<file path="src/rtl/ps2_tx.sv">
// ps2_tx: host-to-device PS/2 byte transmitter driving open-drain line enables.
// Optional watchdog on the device-clocked phase: define PS2_TX_TIMEOUT_EN.
module ps2_tx #(
  parameter int INHIBIT_CYCLES = 5000,
  parameter int TIMEOUT_CYCLES = 750000
) (
  input  logic       clk,
  input  logic       rst,
  input  logic       kbClk,
  input  logic       kbData,
  input  logic [7:0] tx_data,
  input  logic       tx_valid,
  output logic       tx_ready,
  output logic       kbClk_low,
  output logic       kbData_low,
  output logic       done,
  output logic       err
);

  localparam int IW = (INHIBIT_CYCLES > 1) ? $clog2(INHIBIT_CYCLES) : 1;
  localparam logic [IW-1:0] INH_LAST   = IW'(INHIBIT_CYCLES - 1);
  localparam logic [IW-1:0] INH_PENULT = IW'(INHIBIT_CYCLES - 2);

  if (INHIBIT_CYCLES < 1 || TIMEOUT_CYCLES < 1) begin : g_bad_params
    $error("ps2_tx: INHIBIT_CYCLES and TIMEOUT_CYCLES must be at least 1");
  end

  typedef enum logic [2:0] {
    IDLE,
    INHIBIT,
    START,
    SHIFT,
    ACK,
    WAIT_IDLE
  } state_t;

  logic clk_s1_q, clk_s2_q, clk_prev_q;
  logic data_s1_q, data_s2_q;
  logic kb_fall;

  always_ff @(posedge clk) begin
    if (rst) begin
      clk_s1_q   <= 1'b1;
      clk_s2_q   <= 1'b1;
      clk_prev_q <= 1'b1;
      data_s1_q  <= 1'b1;
      data_s2_q  <= 1'b1;
    end else begin
      clk_s1_q   <= kbClk;
      clk_s2_q   <= clk_s1_q;
      clk_prev_q <= clk_s2_q;
      data_s1_q  <= kbData;
      data_s2_q  <= data_s1_q;
    end
  end

  assign kb_fall = clk_prev_q & ~clk_s2_q;

  state_t          state_q, state_d;
  logic [7:0]      byte_q, byte_d;
  logic            parity_q, parity_d;
  logic [IW-1:0]   inh_cnt_q, inh_cnt_d;
  logic [3:0]      bit_cnt_q, bit_cnt_d;
  logic            tx_ready_q, tx_ready_d;
  logic            clk_low_q, clk_low_d;
  logic            data_low_q, data_low_d;
  logic            done_q, done_d;
  logic            err_q, err_d;

`ifdef PS2_TX_TIMEOUT_EN
  localparam int TW = (TIMEOUT_CYCLES > 1) ? $clog2(TIMEOUT_CYCLES) : 1;
  localparam logic [TW-1:0] TO_LAST = TW'(TIMEOUT_CYCLES - 1);
  logic [TW-1:0] to_cnt_q, to_cnt_d;
`endif

  always_comb begin
    state_d    = state_q;
    byte_d     = byte_q;
    parity_d   = parity_q;
    inh_cnt_d  = inh_cnt_q;
    bit_cnt_d  = bit_cnt_q;
    tx_ready_d = tx_ready_q;
    clk_low_d  = clk_low_q;
    data_low_d = data_low_q;
    done_d     = 1'b0;
    err_d      = 1'b0;
`ifdef PS2_TX_TIMEOUT_EN
    to_cnt_d   = to_cnt_q;
`endif

    case (state_q)
      IDLE: begin
        if (tx_valid && tx_ready_q) begin
          byte_d     = tx_data;
          parity_d   = ~^tx_data;
          inh_cnt_d  = '0;
          clk_low_d  = 1'b1;
          data_low_d = (INHIBIT_CYCLES == 1);
          tx_ready_d = 1'b0;
          state_d    = INHIBIT;
        end
      end
      INHIBIT: begin
        inh_cnt_d = inh_cnt_q + IW'(1);
        // Start bit goes on the line one cycle before the clock is released.
        if (inh_cnt_q == INH_PENULT) begin
          data_low_d = 1'b1;
        end
        if (inh_cnt_q == INH_LAST) begin
          clk_low_d = 1'b0;
          state_d   = START;
`ifdef PS2_TX_TIMEOUT_EN
          to_cnt_d  = '0;
`endif
        end
      end
      START: begin
        bit_cnt_d = '0;
        state_d   = SHIFT;
      end
      SHIFT: begin
        if (kb_fall) begin
          bit_cnt_d = bit_cnt_q + 4'd1;
          if (bit_cnt_q < 4'd8) begin
            data_low_d = ~byte_q[bit_cnt_q[2:0]];
          end else if (bit_cnt_q == 4'd8) begin
            data_low_d = ~parity_q;
          end else begin
            data_low_d = 1'b0;
            state_d    = ACK;
          end
        end
      end
      ACK: begin
        if (kb_fall) begin
          if (data_s2_q) begin
            err_d      = 1'b1;
            tx_ready_d = 1'b1;
            state_d    = IDLE;
          end else begin
            state_d = WAIT_IDLE;
          end
        end
      end
      WAIT_IDLE: begin
        if (clk_s2_q && data_s2_q) begin
          done_d     = 1'b1;
          tx_ready_d = 1'b1;
          state_d    = IDLE;
        end
      end
      default: begin
        clk_low_d  = 1'b0;
        data_low_d = 1'b0;
        tx_ready_d = 1'b1;
        state_d    = IDLE;
      end
    endcase

`ifdef PS2_TX_TIMEOUT_EN
    // Watchdog wins over every other transition, which also keeps done and err exclusive.
    if (state_q == START || state_q == SHIFT || state_q == ACK || state_q == WAIT_IDLE) begin
      to_cnt_d = to_cnt_q + TW'(1);
      if (to_cnt_q == TO_LAST) begin
        clk_low_d  = 1'b0;
        data_low_d = 1'b0;
        done_d     = 1'b0;
        err_d      = 1'b1;
        tx_ready_d = 1'b1;
        state_d    = IDLE;
      end
    end
`endif
  end

  always_ff @(posedge clk) begin
    if (rst) begin
      state_q    <= IDLE;
      byte_q     <= '0;
      parity_q   <= 1'b0;
      inh_cnt_q  <= '0;
      bit_cnt_q  <= '0;
      tx_ready_q <= 1'b1;
      clk_low_q  <= 1'b0;
      data_low_q <= 1'b0;
      done_q     <= 1'b0;
      err_q      <= 1'b0;
`ifdef PS2_TX_TIMEOUT_EN
      to_cnt_q   <= '0;
`endif
    end else begin
      state_q    <= state_d;
      byte_q     <= byte_d;
      parity_q   <= parity_d;
      inh_cnt_q  <= inh_cnt_d;
      bit_cnt_q  <= bit_cnt_d;
      tx_ready_q <= tx_ready_d;
      clk_low_q  <= clk_low_d;
      data_low_q <= data_low_d;
      done_q     <= done_d;
      err_q      <= err_d;
`ifdef PS2_TX_TIMEOUT_EN
      to_cnt_q   <= to_cnt_d;
`endif
    end
  end

  assign tx_ready   = tx_ready_q;
  assign kbClk_low  = clk_low_q;
  assign kbData_low = data_low_q;
  assign done       = done_q;
  assign err        = err_q;

endmodule
</file>
<file path="config.mk">
export PLATFORM = sky130hd
export DESIGN_NAME = ps2_tx
export DESIGN_NICKNAME = d
export VERILOG_FILES = /design/src/rtl/ps2_tx.sv
export SDC_FILE = /design/constraint.sdc
export NUM_CORES = 1
export LEC_CHECK = 0
export CAP_MARGIN = 15
export CORE_UTILIZATION = 45
export CTS_CLUSTER_SIZE = 25
export DETAILED_ROUTE_END_ITERATION = 6
export GPL_TIMING_DRIVEN = 0
export PLACE_DENSITY = 0.65
export SKIP_CTS_REPAIR_TIMING = 1
export SLEW_MARGIN = 5
export SYNTH_ARGS = -nofsm -noshare
export SYNTH_HDL_FRONTEND = slang
export SYNTH_SLANG_ARGS = --single-unit
</file>
<file path="constraint.sdc">
create_clock -name clk -period 5.25 [get_ports clk]
set_input_delay 1.05 -clock clk [delete_from_list [all_inputs] [get_ports clk]]
set_output_delay 1.05 -clock clk [all_outputs]
set_load 0.02 [all_outputs]
</file>
Yosys cells after proc, flatten, opt, wreduce, memory -nomap -nowiden
Cells that the tools add are included.
{"block": "totals", "inputBits": 13, "register_bits": 39}
{"block": "classes", "eq_ne": 17, "n_lt_le_gt_ge": 2, "bitwise_logic": 10, "addsub": 2, "reduce_logical": 18, "muxes": 30}
{"cell": "equality test 13 bit (second input constant)", "n": 2}
{"cell": "case mux 13 bit (2 select lines)", "n": 1}
{"cell": "two-way mux 3 bit", "n": 8}
{"cell": "inequality test 2 bit (second input constant)", "n": 9}
{"cell": "case mux 3 bit (6 select lines)", "n": 1}
{"cell": "adder 13 x 1 -> 13 bit (second input constant)", "n": 1}
{"cell": "two-way mux 1 bit", "n": 13}
{"cell": "two-way mux 13 bit", "n": 1}
{"cell": "NOT 1 bit", "n": 9}
{"cell": "OR reduction 3 bit", "n": 3}
{"cell": "case mux 1 bit (4 select lines)", "n": 2}
{"cell": "case mux 4 bit (2 select lines)", "n": 1}
{"cell": "XNOR reduction 8 bit", "n": 1}
{"cell": "AND reduction 7 bit", "n": 1}
{"cell": "equality test 3 x 2 -> 1 bit (second input constant)", "n": 2}
{"cell": "equality test 3 bit (second input constant)", "n": 2}
{"cell": "AND reduction 2 bit", "n": 3}
{"cell": "AND reduction 5 bit", "n": 1}
{"cell": "adder 4 x 1 -> 4 bit (second input constant)", "n": 1}
{"cell": "equality test 4 bit (second input constant)", "n": 1}
{"cell": "less-than comparator 3 x 4 -> 1 bit (second input constant)", "n": 1}
{"cell": "less-than comparator 4 bit (second input constant)", "n": 1}
{"cell": "two-way mux 4 bit", "n": 1}
{"cell": "AND reduction 4 bit", "n": 1}
{"cell": "other kinds (10)", "n": 12}

Depth between registers and ports, before layout
{"block": "logic_depth", "depth_word": 6, "mapped_depth": 7}

Least setup slack after synthesis
Ideal clock, no wire load.
{"block": "synth_timing", "kind": "input-to-reg", "start": "input port tx_valid", "end": "register state_q[0]", "setup_slack_ns": 3.027, "required_ns": 5.180, "stages": 5, "setup_ns": 0.070, "n_path_buf": 0, "arrival_time_ns": 2.153, "path_cell_list": "a2111o_1 o21ai_0 or3_1 or3b_2 a21oi_1"}
{"block": "synth_via", "elab_chain_cells": 3}
{"element": "start, declared", "line": "12", "source": "input logic tx_valid,"}
{"element": "logical AND 1 bit", "line": "93", "source": "if (tx_valid && tx_ready_q) begin"}
{"element": "inequality test 2 bit (no source line)"}
{"element": "AND reduction 7 bit (no source line)"}
{"element": "end signal, assigned", "line": "192", "source": "state_q <= state_d;"}
{"element": "end, declared", "line": "59", "source": "state_t state_q, state_d;"}
Every way passes these cells.
A chain may end at the register's enable or synchronous reset.

Final worst setup path
Same ends and word-level chain as after synthesis.

==> impl_metrics.yaml <==
placement:
  gp_congestion: 0.838
  portBuffers: 16
  dp_hpwl_um: 2890
timing:
  skew_ps: 5.79
  setup-tns-final_ps: 0
  finalHoldViolations: 0
  max_freq_mhz: 380
  setup_viol_count_final: 0
  worstMarginPinSlew_ps: 799
  post-route-period-util_pct: 50.2
  relSlewSlack_pct: 46.7
  rsz0062_at_grt: "no"
  drv_slew: 0
  period_needed_ps: 2630
critical_path:
  arrival_ps: 2840
  cp-startpoint: "tx_valid"
  critical_path_class: "in2reg"
  reg2reg_setup_slack_ps: 3080
  cp.required_ps: 5460
  reg2reg_depth: 7
  rr_startpoint: "state_q[1]"
  worstReg2RegEnd: "byte_q[6]"
  startpoint_type: "input pin"
  cp-end-kind: "flip-flop"
  cp_max_fo: 6
grt:
  grt_pass1_vias: 1451
  grt_use_total_pct: 19.9
  grt_pass1_wl_um: 6640
  antenna_found_initial: 0
  grt_max_degree: 11
  grt_remaining_overflow: 0
synth:
  synthDistinctLibCells: 41
  yosysSeqAreaShare_pct: 40.8
  synth.area.top_cells: "dfxtp_1 41%, nor2_1 6.7%, mux2i_1 5.2%, a21oi_1 4.2%, nand2_1 3.9%"
  syn_area_per_cell_um2: 8.47
  synth_seq_cells: 39
  synth_flop_cell: "dfxtp_1"
  synth_edf_count: 0
  syn_area_um2: 1910
  synth-async-reset-ratio_pct: 0
  yosys_warnings: 0
  syn-num-nets: 243
  synth_largest_area_cell: "dfxtp_1"
  synthCells: 226
  synth_top_area_share_pct: 40.8
route:
  wl_um: 4030
  vias: 1644
  first_iter_violations: 150
  postRouteAntennaNets: 0
  first_pass_iters: 4
  detail_route.wl_per_cell_um: 13.5
  viasPerCell: 5.52
  drc: 0
cells_and_area:
  post-route-util_pct: 54.8
  final_nets: 266
  drive_above_1_share_pct: 10.1
  area_growth_pct: 15.4
  antenna_cells: 0
floorplanning:
  ios: 18
  rows: 23
  start_util_pct: 47.5
  dieWidth_um: 67.2
  die_area_um2: 4520
  die_h_um: 67.2
  placeableCoreArea_um2: 4030
clock_tree:
  cts_buffers: 5
  cts_tree: "built"
  cts-htree-levels: 2
  cts-root-buf: "clkbuf_8"
  clockBufferDepth: 2
  insertion_delay_ps: 290
  cts.clk_slew.worst_paths_ps: 70
  cts.sinks: 39
run:
  maxCapViolCount: 0
hold_path:
  min_from: "clk_s1_q"
  holdPathEnd: "clk_s2_q"
  worstHoldPathType: "reg2reg"
  hold_depth: 1
power_and_ir_drop:
  sequentialPowerShare_pct: 42.8
  switching_power_uw: 289
  internal-power_uw: 545
  p_per_area_nw_per_um2: 377
  combPwrFrac_pct: 34.9
  swShare_pct: 34.6
  ir_worst_vdd_uv: 177
  clkPwrFrac_pct: 22.3
  p_leak_nw: 0.789
status:
  status: "finished, final reports clean"
==> layout by cell type, fill, tap and decap left out, types with 4 or more instances in the layout <==
master,count
dfxtp_1,39
clkbuf_8,5
or3_1,4
xnor2_1,7
a311oi_1,6
ha_1,4
clkdlybuf4s50_1,16
or2_2,10
a21oi_1,16
clkbuf_1,8
o21ai_0,10
nand3_1,7
nor3_1,4
nand2b_1,4
nand2_1,20
nor2_1,34
inv_1,6
mux2i_1,10
==> cell families (layout without fill, tap and decap cells) <==
logic type                 Yosys count  in the layout  share of synthesized area [%]
buffers and inverters               17             39                           3.66
xor gates and xnor gates             7              7                           3.20
muxes                               15             15                           9.35
and+or+nand+nor                    100            100                           26.0
adders and majority gates            4              4                           2.61
DFF                                 39             39                           40.8
AOI/OAI and AO/OA                   44             44                           14.4
==> final cells by class <==
cell class	instances	area [µm²]
Buffer	11	47.5
Clock buffer	6	72.6
Fill cell	409	1820
Inverter	6	22.5
Multi-Input combinational cell	170	1060
Sequential cell	39	781
Tap cell	50	62.6
Timing Repair Buffer	16	160
==> cells in the mapped netlist (2+ instances only) <==
cell type and number:
nor2_1 34, nand2b_1 4, a311oi_1 6, inv_1 6, xnor2_1 7, nand4_1 3, o21ai_0 10, o211ai_1 2
nor3_1 4, nand3_1 7, clkbuf_1 7, a31oi_1 2, nand3b_1 3, nand2_1 20, mux2i_1 10, mux4_2 2
or3_1 4, or2_2 10, a21oi_1 16, a22oi_1 2, buf_2 2, nor2b_1 2, mux2_2 3, ha_1 4
nor3b_1 2, dfxtp_1 39
==> flip-flops by register name (all words and copies together) (netlist names), 3 cells and up <==
name       count
state_q        3
bit_cnt_q      4
inh_cnt_q     13
byte_q         8
==> power groups by stage <==
stage	Sequential, mW	Clock (mW)	Combinational, mW
after floorplan	0.368	0	0.203
after global placement	0.363	0	0.286
after detailed placement	0.364	0	0.289
after CTS	0.357	0.193	0.291
after global routing	0.362	0.202	0.326
final	0.357	0.186	0.291
==> stage by stage <==
stage	hold WS, ps	power (mW)	instances	worst slack (ps)	area, µm²
after floorplan	389	0.571	226	3030	1910
final	412	0.834	298	2620	2210
after CTS	415	0.841	298	2650	2210
after global routing	429	0.890	298	2530	2210
after detailed placement	397	0.653	292	2360	2140
after global placement	392	0.649	292	2360	2140
==> how the worst max path moves through the flow <==
stage               cells after the start          to  slack, ps
floorplan                               5  state_q[0]       3030
global placement                        6  state_q[0]       2360
finish                                  6  state_q[0]       2620
detailed placement                      6  state_q[0]       2360
CTS                                     6  state_q[0]       2650
global route                            6  state_q[0]       2530
==> routing by layer <==
| metal | up-vias | share of wire (%) | global-route usage, % |
|---|---|---|---|
| li1 | 835 | - | - |
| met1 | 767 | 49 | 26.3 |
| met2 | 38 | 46 | 30.4 |
| met3 | 4 | 3.5 | 3.89 |
| met4 | 0 | 1.2 | 10.9 |
| met5 | - | 0 | 0 |
==> critical path, cell delays in order <==
cell and delay, ps:
clkdlybuf4s50_1 520, a2111o_1 200, o21ai_0 80, or3_1 390, or3b_2 460, a21oi_1 140
Note: power is estimated with default switching activity, not from simulation.
